==> config.mk <==
export PLATFORM = sky130hd
export DESIGN_NAME = interface_switch_reader_flat
export DESIGN_NICKNAME = d
export VERILOG_FILES = /design/src/rtl/iface_pkg.sv /design/src/rtl/interface_switch_reader_if.sv /design/src/rtl/debounce_cell.sv /design/src/rtl/interface_switch_reader.sv /design/src/flat_wrapper.sv
export SDC_FILE = /design/constraint.sdc
export NUM_CORES = 1
export LEC_CHECK = 0
export ABC_CLOCK_PERIOD_IN_PS = 3100
export CAP_MARGIN = 20
export CORE_MARGIN = 1
export CORE_UTILIZATION = 30
export DETAILED_ROUTE_END_ITERATION = 10
export HOLD_SLACK_MARGIN = 0.1
export PLACE_DENSITY = 0.57
export SLEW_MARGIN = 20
export SYNTH_ARGS = -nofsm -noshare
export SYNTH_HDL_FRONTEND = slang
export SYNTH_HIERARCHICAL = 1
export SYNTH_SLANG_ARGS = --single-unit
==> constraint.sdc <==
create_clock -name clk -period 3.1 [get_ports clk]
set_input_delay 0.465 -clock clk [delete_from_list [all_inputs] [get_ports clk]]
set_output_delay 0.465 -clock clk [all_outputs]
set_load 0.02 [all_outputs]
==> src/rtl/iface_pkg.sv <==
// Shared constants for the memory-mapped board I/O peripherals on the CPU data bus.
// Holds the register offsets, field widths, base address and the address window decode.
package iface_pkg;

    localparam logic [31:0] SW_BASE_ADDR = 32'hFFFF_F100;

    localparam logic [1:0] OFF_SW    = 2'd0;
    localparam logic [1:0] OFF_BTN   = 2'd1;
    localparam logic [1:0] OFF_PRESS = 2'd2;

    localparam int SW_W  = 24;
    localparam int BTN_W = 5;

    // Each peripheral decodes a 16-byte window aligned on its base.
    function automatic logic in_window(input logic [31:0] addr, input logic [31:0] base);
        return (addr[31:4] == base[31:4]);
    endfunction

endpackage

==> src/rtl/interface_switch_reader_if.sv <==
// CPU data bus as seen by a memory-mapped peripheral.
// Read data is returned combinationally in the same cycle as the address.
interface interface_switch_reader_if;
    logic        we;
    logic [31:0] addr;
    logic [31:0] data;
    logic [31:0] rdata;

    modport master (output we, output addr, output data, input  rdata);
    modport slave  (input  we, input  addr, input  data, output rdata);
endinterface

==> src/rtl/debounce_cell.sv <==
// Two-flop synchroniser plus per-bit debouncer, sampled on a shared tick.
// A new level is accepted only after DB_SAMPLES consecutive differing samples.
module debounce_cell #(
    parameter int W          = 1,
    parameter int DB_SAMPLES = 4
) (
    input  logic         clk,
    input  logic         rst_n,
    input  logic         tick,
    input  logic [W-1:0] raw,
    output logic [W-1:0] stable
);

    localparam int          CW      = 4;
    localparam logic [CW-1:0] CNT_LAST = CW'(DB_SAMPLES - 1);

    logic [W-1:0]  sync1_r;
    logic [W-1:0]  sync2_r;
    logic [W-1:0]  stable_r;
    logic [CW-1:0] cnt_r [W];

    // Synchronise raw pins and advance the per-bit debounce counters on each tick.
    always_ff @(posedge clk or negedge rst_n) begin
        if (!rst_n) begin
            sync1_r  <= '0;
            sync2_r  <= '0;
            stable_r <= '0;
            for (int i = 0; i < W; i++) begin
                cnt_r[i] <= '0;
            end
        end else begin
            sync1_r <= raw;
            sync2_r <= sync1_r;
            if (tick) begin
                for (int i = 0; i < W; i++) begin
                    if (sync2_r[i] == stable_r[i]) begin
                        cnt_r[i] <= '0;
                    end else if (cnt_r[i] == CNT_LAST) begin
                        stable_r[i] <= sync2_r[i];
                        cnt_r[i]    <= '0;
                    end else begin
                        cnt_r[i] <= cnt_r[i] + 4'd1;
                    end
                end
            end
        end
    end

    assign stable = stable_r;

endmodule

==> src/rtl/interface_switch_reader.sv <==
// Switch / push-button input peripheral: debounced levels plus sticky press flags,
// read over the CPU data bus; press flags are write-1-to-clear.
module interface_switch_reader
    import iface_pkg::*;
#(
    parameter logic [31:0] BASE_ADDR  = SW_BASE_ADDR,
    parameter int          TICK_DIV   = 100000,
    parameter int          DB_SAMPLES = 4
) (
    input  logic                           clk,
    input  logic                           rst_n,
    interface_switch_reader_if.slave       bus,
    input  logic [SW_W-1:0]                sw_in,
    input  logic [BTN_W-1:0]               btn_in
);

    localparam int DIV_W = (TICK_DIV > 1) ? $clog2(TICK_DIV) : 1;
    localparam logic [DIV_W-1:0] DIV_LAST = DIV_W'(TICK_DIV - 1);

    logic [DIV_W-1:0] div_r;
    logic             tick_s;
    logic [SW_W-1:0]  sw_stable_s;
    logic [BTN_W-1:0] btn_stable_s;
    logic [BTN_W-1:0] btn_prev_r;
    logic [BTN_W-1:0] press_r;
    logic [BTN_W-1:0] rise_s;
    logic [BTN_W-1:0] clear_s;
    logic             win_s;
    logic [1:0]       off_s;
    logic [31:0]      rdata_s;
    logic             unused_s;

    // Free-running sample-tick divider.
    always_ff @(posedge clk or negedge rst_n) begin
        if (!rst_n) begin
            div_r <= '0;
        end else if (div_r == DIV_LAST) begin
            div_r <= '0;
        end else begin
            div_r <= div_r + {{(DIV_W-1){1'b0}}, 1'b1};
        end
    end

    assign tick_s = (div_r == DIV_LAST);

    debounce_cell #(.W(SW_W), .DB_SAMPLES(DB_SAMPLES)) u_sw_db (
        .clk    (clk),
        .rst_n  (rst_n),
        .tick   (tick_s),
        .raw    (sw_in),
        .stable (sw_stable_s)
    );

    debounce_cell #(.W(BTN_W), .DB_SAMPLES(DB_SAMPLES)) u_btn_db (
        .clk    (clk),
        .rst_n  (rst_n),
        .tick   (tick_s),
        .raw    (btn_in),
        .stable (btn_stable_s)
    );

    assign win_s   = in_window(bus.addr, BASE_ADDR);
    assign off_s   = bus.addr[3:2];
    assign rise_s  = btn_stable_s & ~btn_prev_r;
    assign clear_s = (bus.we && win_s && (off_s == OFF_PRESS)) ? bus.data[BTN_W-1:0] : {BTN_W{1'b0}};

    // Edge-detect debounced buttons; a new press overrides a same-cycle clear.
    always_ff @(posedge clk or negedge rst_n) begin
        if (!rst_n) begin
            btn_prev_r <= '0;
            press_r    <= '0;
        end else begin
            btn_prev_r <= btn_stable_s;
            press_r    <= (press_r & ~clear_s) | rise_s;
        end
    end

    // Read mux: all sources are registered state, so the path is addr-to-rdata only.
    always_comb begin
        rdata_s = 32'h0000_0000;
        if (win_s) begin
            case (off_s)
                OFF_SW:    rdata_s = {8'h00, sw_stable_s};
                OFF_BTN:   rdata_s = {27'h000_0000, btn_stable_s};
                OFF_PRESS: rdata_s = {27'h000_0000, press_r};
                default:   rdata_s = 32'h0000_0000;
            endcase
        end else begin
            rdata_s = 32'h0000_0000;
        end
    end

    assign bus.rdata = rdata_s;
    assign unused_s  = ^{bus.addr[1:0], bus.data[31:BTN_W]};

endmodule

==> src/flat_wrapper.sv <==
// flat-port wrapper written by rule: the top's interface ports become plain ports
module interface_switch_reader_flat import iface_pkg::*;
#(
    parameter logic [31:0] BASE_ADDR  = SW_BASE_ADDR,
    parameter int          TICK_DIV   = 100000,
    parameter int          DB_SAMPLES = 4
)
  (clk, rst_n, sw_in, btn_in, bus_we, bus_addr, bus_data, bus_rdata);
  interface_switch_reader_if bus_i ();
  input  logic clk;
  input  logic rst_n;
  input  logic [SW_W-1:0] sw_in;
  input  logic [BTN_W-1:0] btn_in;
  input wire logic [$bits(bus_i.we)-1:0] bus_we;
  input wire logic [$bits(bus_i.addr)-1:0] bus_addr;
  input wire logic [$bits(bus_i.data)-1:0] bus_data;
  output wire logic [$bits(bus_i.rdata)-1:0] bus_rdata;
  assign bus_i.we = bus_we;
  assign bus_i.addr = bus_addr;
  assign bus_i.data = bus_data;
  assign bus_rdata = bus_i.rdata;
  interface_switch_reader #(.BASE_ADDR(BASE_ADDR), .TICK_DIV(TICK_DIV), .DB_SAMPLES(DB_SAMPLES)) u_core (.clk(clk), .rst_n(rst_n), .bus(bus_i), .sw_in(sw_in), .btn_in(btn_in));
endmodule
==> flow_summary.json <==
{
  "synth_top_area_share": 0.536,
  "fin_util": 0.370,
  "synth_area_leader_cell": "dfrtp_1",
  "dr.pass1.iters": 4,
  "path_class": "primary input to primary output",
  "synth_flop_cell": "dfrtp_1",
  "wl_met2_mm": 8.97,
  "min_path_type": "primary input to register",
  "crit_path_cell_trace": "clkdlybuf4s50_1 > or4_4 > nor4_4 > and4_4 > buf_12 > and2_1 > clkdlybuf4s15_1",
  "cap_violations": 0,
  "cts_tree": "built",
  "worst_path_largest_cell_delay_ns": 0.55,
  "area_growth_pct": 20.4,
  "crit_path_top_delay_cell": "or4_4",
  "synth_cell_type_count": 45,
  "track_usage": 0.112,
  "numCtsBuffers": 27,
  "antenna_cells": 0,
  "layout.nets": 1125,
  "rsz0062_at_grt": "no",
  "fin_worst_skew_ns": 0.0214,
  "grt_max_degree": 95,
  "hold_violations": 0,
  "synth-edff-count": 0,
  "cp_max_fo": 19,
  "initial_utilization": 0.308,
  "grt_overflow_total": 0,
  "synth-async-reset-ratio": 1.00,
  "finalCritPeriodShare": 0.967,
  "htreeDepth": 1,
  "die_h_um": 191,
  "irDropWorstVdd_uv": 324,
  "core_area_um2": 34900,
  "final_cells": 1474,
  "setup_tns_ns": 0,
  "fmax_ghz": 0.334,
  "wl_met1_mm": 9.57,
  "routed_wl_mm": 20.1,
  "drt_iter0_drc": 245,
  "hold_depth": 1,
  "leakage_nw": 6.02,
  "syn_area_um2": 10700,
  "cp_data_required_time_ns": 2.63,
  "ioPinCount": 128,
  "clk_latency_ns": 0.56,
  "root_buffer": "clkbuf_16",
  "gp_congestion": 0.770,
  "cp-end-kind": "primary output",
  "outcome": "completed",
  "cp_data_arrival_time_ns": 2.53,
  "drv_slew": 0,
  "route.met3.wl_um": 990,
  "num_rows": 68,
  "finalSetupViolations": 0,
  "ys_seq_area_frac": 0.536,
  "total_power_w": 0.00646,
  "portBuffers": 90,
  "grt_pass1_vias": 7015,
  "final_common_cell": "dfrtp_1",
  "dieArea_um2": 36500,
  "reg2reg_depth": 6,
  "clock-sinks": 230,
  "clockBufferDepth": 3,
  "powerDensity_nw_per_um2": 500,
  "antenna_found_initial": 0,
  "synth.area.top_cells": "dfrtp_1, ha_1, mux2_4",
  "drc_errors": 0,
  "numPlacedInstances": 1424,
  "syn-instance-count": 898,
  "vias": 7242,
  "drive_gt1_frac": 0.117,
  "worstSetupStartpointType": "primary input",
  "hpwl_mm": 12.8,
  "final_cell_mix": "dfrtp_1, nand2_1, clkdlybuf4s50_1, nand3_1, o2bb2ai_1",
  "ys_ff_latch": 230,
  "grt_pass1_wl_mm": 34.0,
  "synth.avg_cell_area_um2": 11.9,
  "viasPerCell": 4.91,
  "yosys_warnings": 6,
  "clk_pin_slew_ns": 0.06,
  "worstMarginPinSlew_ns": 0.754,
  "top_layer": "met4",
  "ant_nets": 0,
  "wl_per_cell_um": 13.6,
  "relSlewSlack": 0.497,
  "post-route-min-period_ns": 3.00,
  "die_x_um": 191,
  "post_cts_buffers": 0
}
-- layer usage --
| layer | GRT usage | vias to the layer above |
|---|---|---|
| met4 | 0.0375 | 0 |
| met2 | 0.180 | 149 |
| met5 | 0 | - |
| met3 | 0.0240 | 43 |
| li1 | - | 3529 |
| met1 | 0.149 | 3521 |
-- what timing repair did --
item                                    CTS  global route
pin swaps                                 0             0
gates cloned                              0             0
endpoints found under the setup margin   24            19
hold buffers                              1             0
hold endpoints to repair                 83             0
resized for setup                        29            33
-- cells by family (layout without fill, tap and decap cells) --
family,Yosys count,after routing,synth area share
adders and majority gates,30,30,0.0350
and+or+nand+nor,299,299,0.165
AOI/OAI and AO/OA,186,186,0.131
xor gates and xnor gates,71,71,0.0580
other,1,8,0.000350
muxes,35,35,0.0444
buffers and inverters,46,160,0.0297
DFF,230,230,0.536
-- sequential cells by signal, summed over array words and instances, names as in the netlist, 17 cells and up --
| signal | count |
|---|---|
| u_core/u_sw_db/cnt_r | 96 |
| u_core/u_sw_db/sync1_r | 24 |
| u_core/u_sw_db/sync2_r | 24 |
| u_core/u_sw_db/stable | 24 |
| u_core/div_r | 17 |
| u_core/u_btn_db/cnt_r | 20 |
-- final cells by class --
type,instances,area (µm²)
fill,3419,22000
tap,455,569
timing repair buffer,104,980
sequential,230,5760
clock buffer,33,738
clock inverter,16,164
inverter,7,26.3
multi-input combinational,629,4690
-- power by group --
part | leakage [nW] | internal [W] | switching [W]
Sequential | 3.07 | 0.00304 | 0.0000273
Combinational | 2.51 | 0.000106 | 0.000118
Clock | 0.442 | 0.00187 | 0.00129
-- Yosys cell counts, types with 4 or more instances --
| cell type | n |
|---|---|
| ha_1 | 30 |
| buf_6 | 10 |
| nor3b_2 | 5 |
| buf_4 | 16 |
| xnor2_1 | 36 |
| o2bb2ai_1 | 37 |
| o21ai_0 | 30 |
| nor2b_1 | 32 |
| mux2_4 | 24 |
| mux2i_1 | 6 |
| nand3b_1 | 8 |
| a31oi_1 | 29 |
| and4_1 | 6 |
| nor3b_1 | 24 |
| nand4_1 | 8 |
| nand2_1 | 72 |
| and2_1 | 19 |
| dfrtp_1 | 230 |
| nor2_1 | 21 |
| nor4_1 | 30 |
| o31ai_1 | 8 |
| a32o_1 | 21 |
| and3b_1 | 21 |
| xor2_1 | 35 |
| nand3_1 | 37 |
| mux2_2 | 5 |
| clkbuf_1 | 4 |
| inv_1 | 5 |
| a21o_1 | 29 |
| o41ai_1 | 21 |
| and2b_1 | 4 |
| buf_2 | 7 |
| a221o_1 | 5 |
| a21oi_1 | 6 |
-- through the flow --
| step | worst slack [ns] | area (µm²) | hold slack [ns] |
|---|---|---|---|
| 2_1_floorplan | 0.741 | 10800 | 0.169 |
| 6_report | 0.103 | 12900 | 0.337 |
| 5_1_grt | 0.00199 | 12900 | 0.313 |
| 3_5_place_dp | -0.266 | 12100 | 0.336 |
| 3_3_place_gp | -0.272 | 12100 | 0.332 |
| 4_1_cts | 0.00142 | 13000 | 0.302 |
-- critical path: cells and delay by family --
kind / cells / cell delay, ns
buffers and inverters: 3 / 0.84
and+or+nand+nor: 4 / 1.20
-- worst paths after layout --
check                                      startpoint                          to  slack (ns)
setup / recovery                          bus_addr[5]                bus_rdata[7]        0.10
hold / removal                               sw_in[9]   u_core/u_sw_db/sync1_r[9]        0.34
setup reg to reg                      u_core/div_r[0]     u_core/u_sw_db/cnt_r[7]        0.73
hold reg to reg            u_core/u_btn_db/sync1_r[1]  u_core/u_btn_db/sync2_r[1]        0.34
max in group asynchronous                       rst_n    u_core/u_sw_db/cnt_r[29]        1.74
min in group asynchronous                       rst_n           u_core/press_r[2]        0.51
Note: power is estimated with default switching activity, not from simulation.
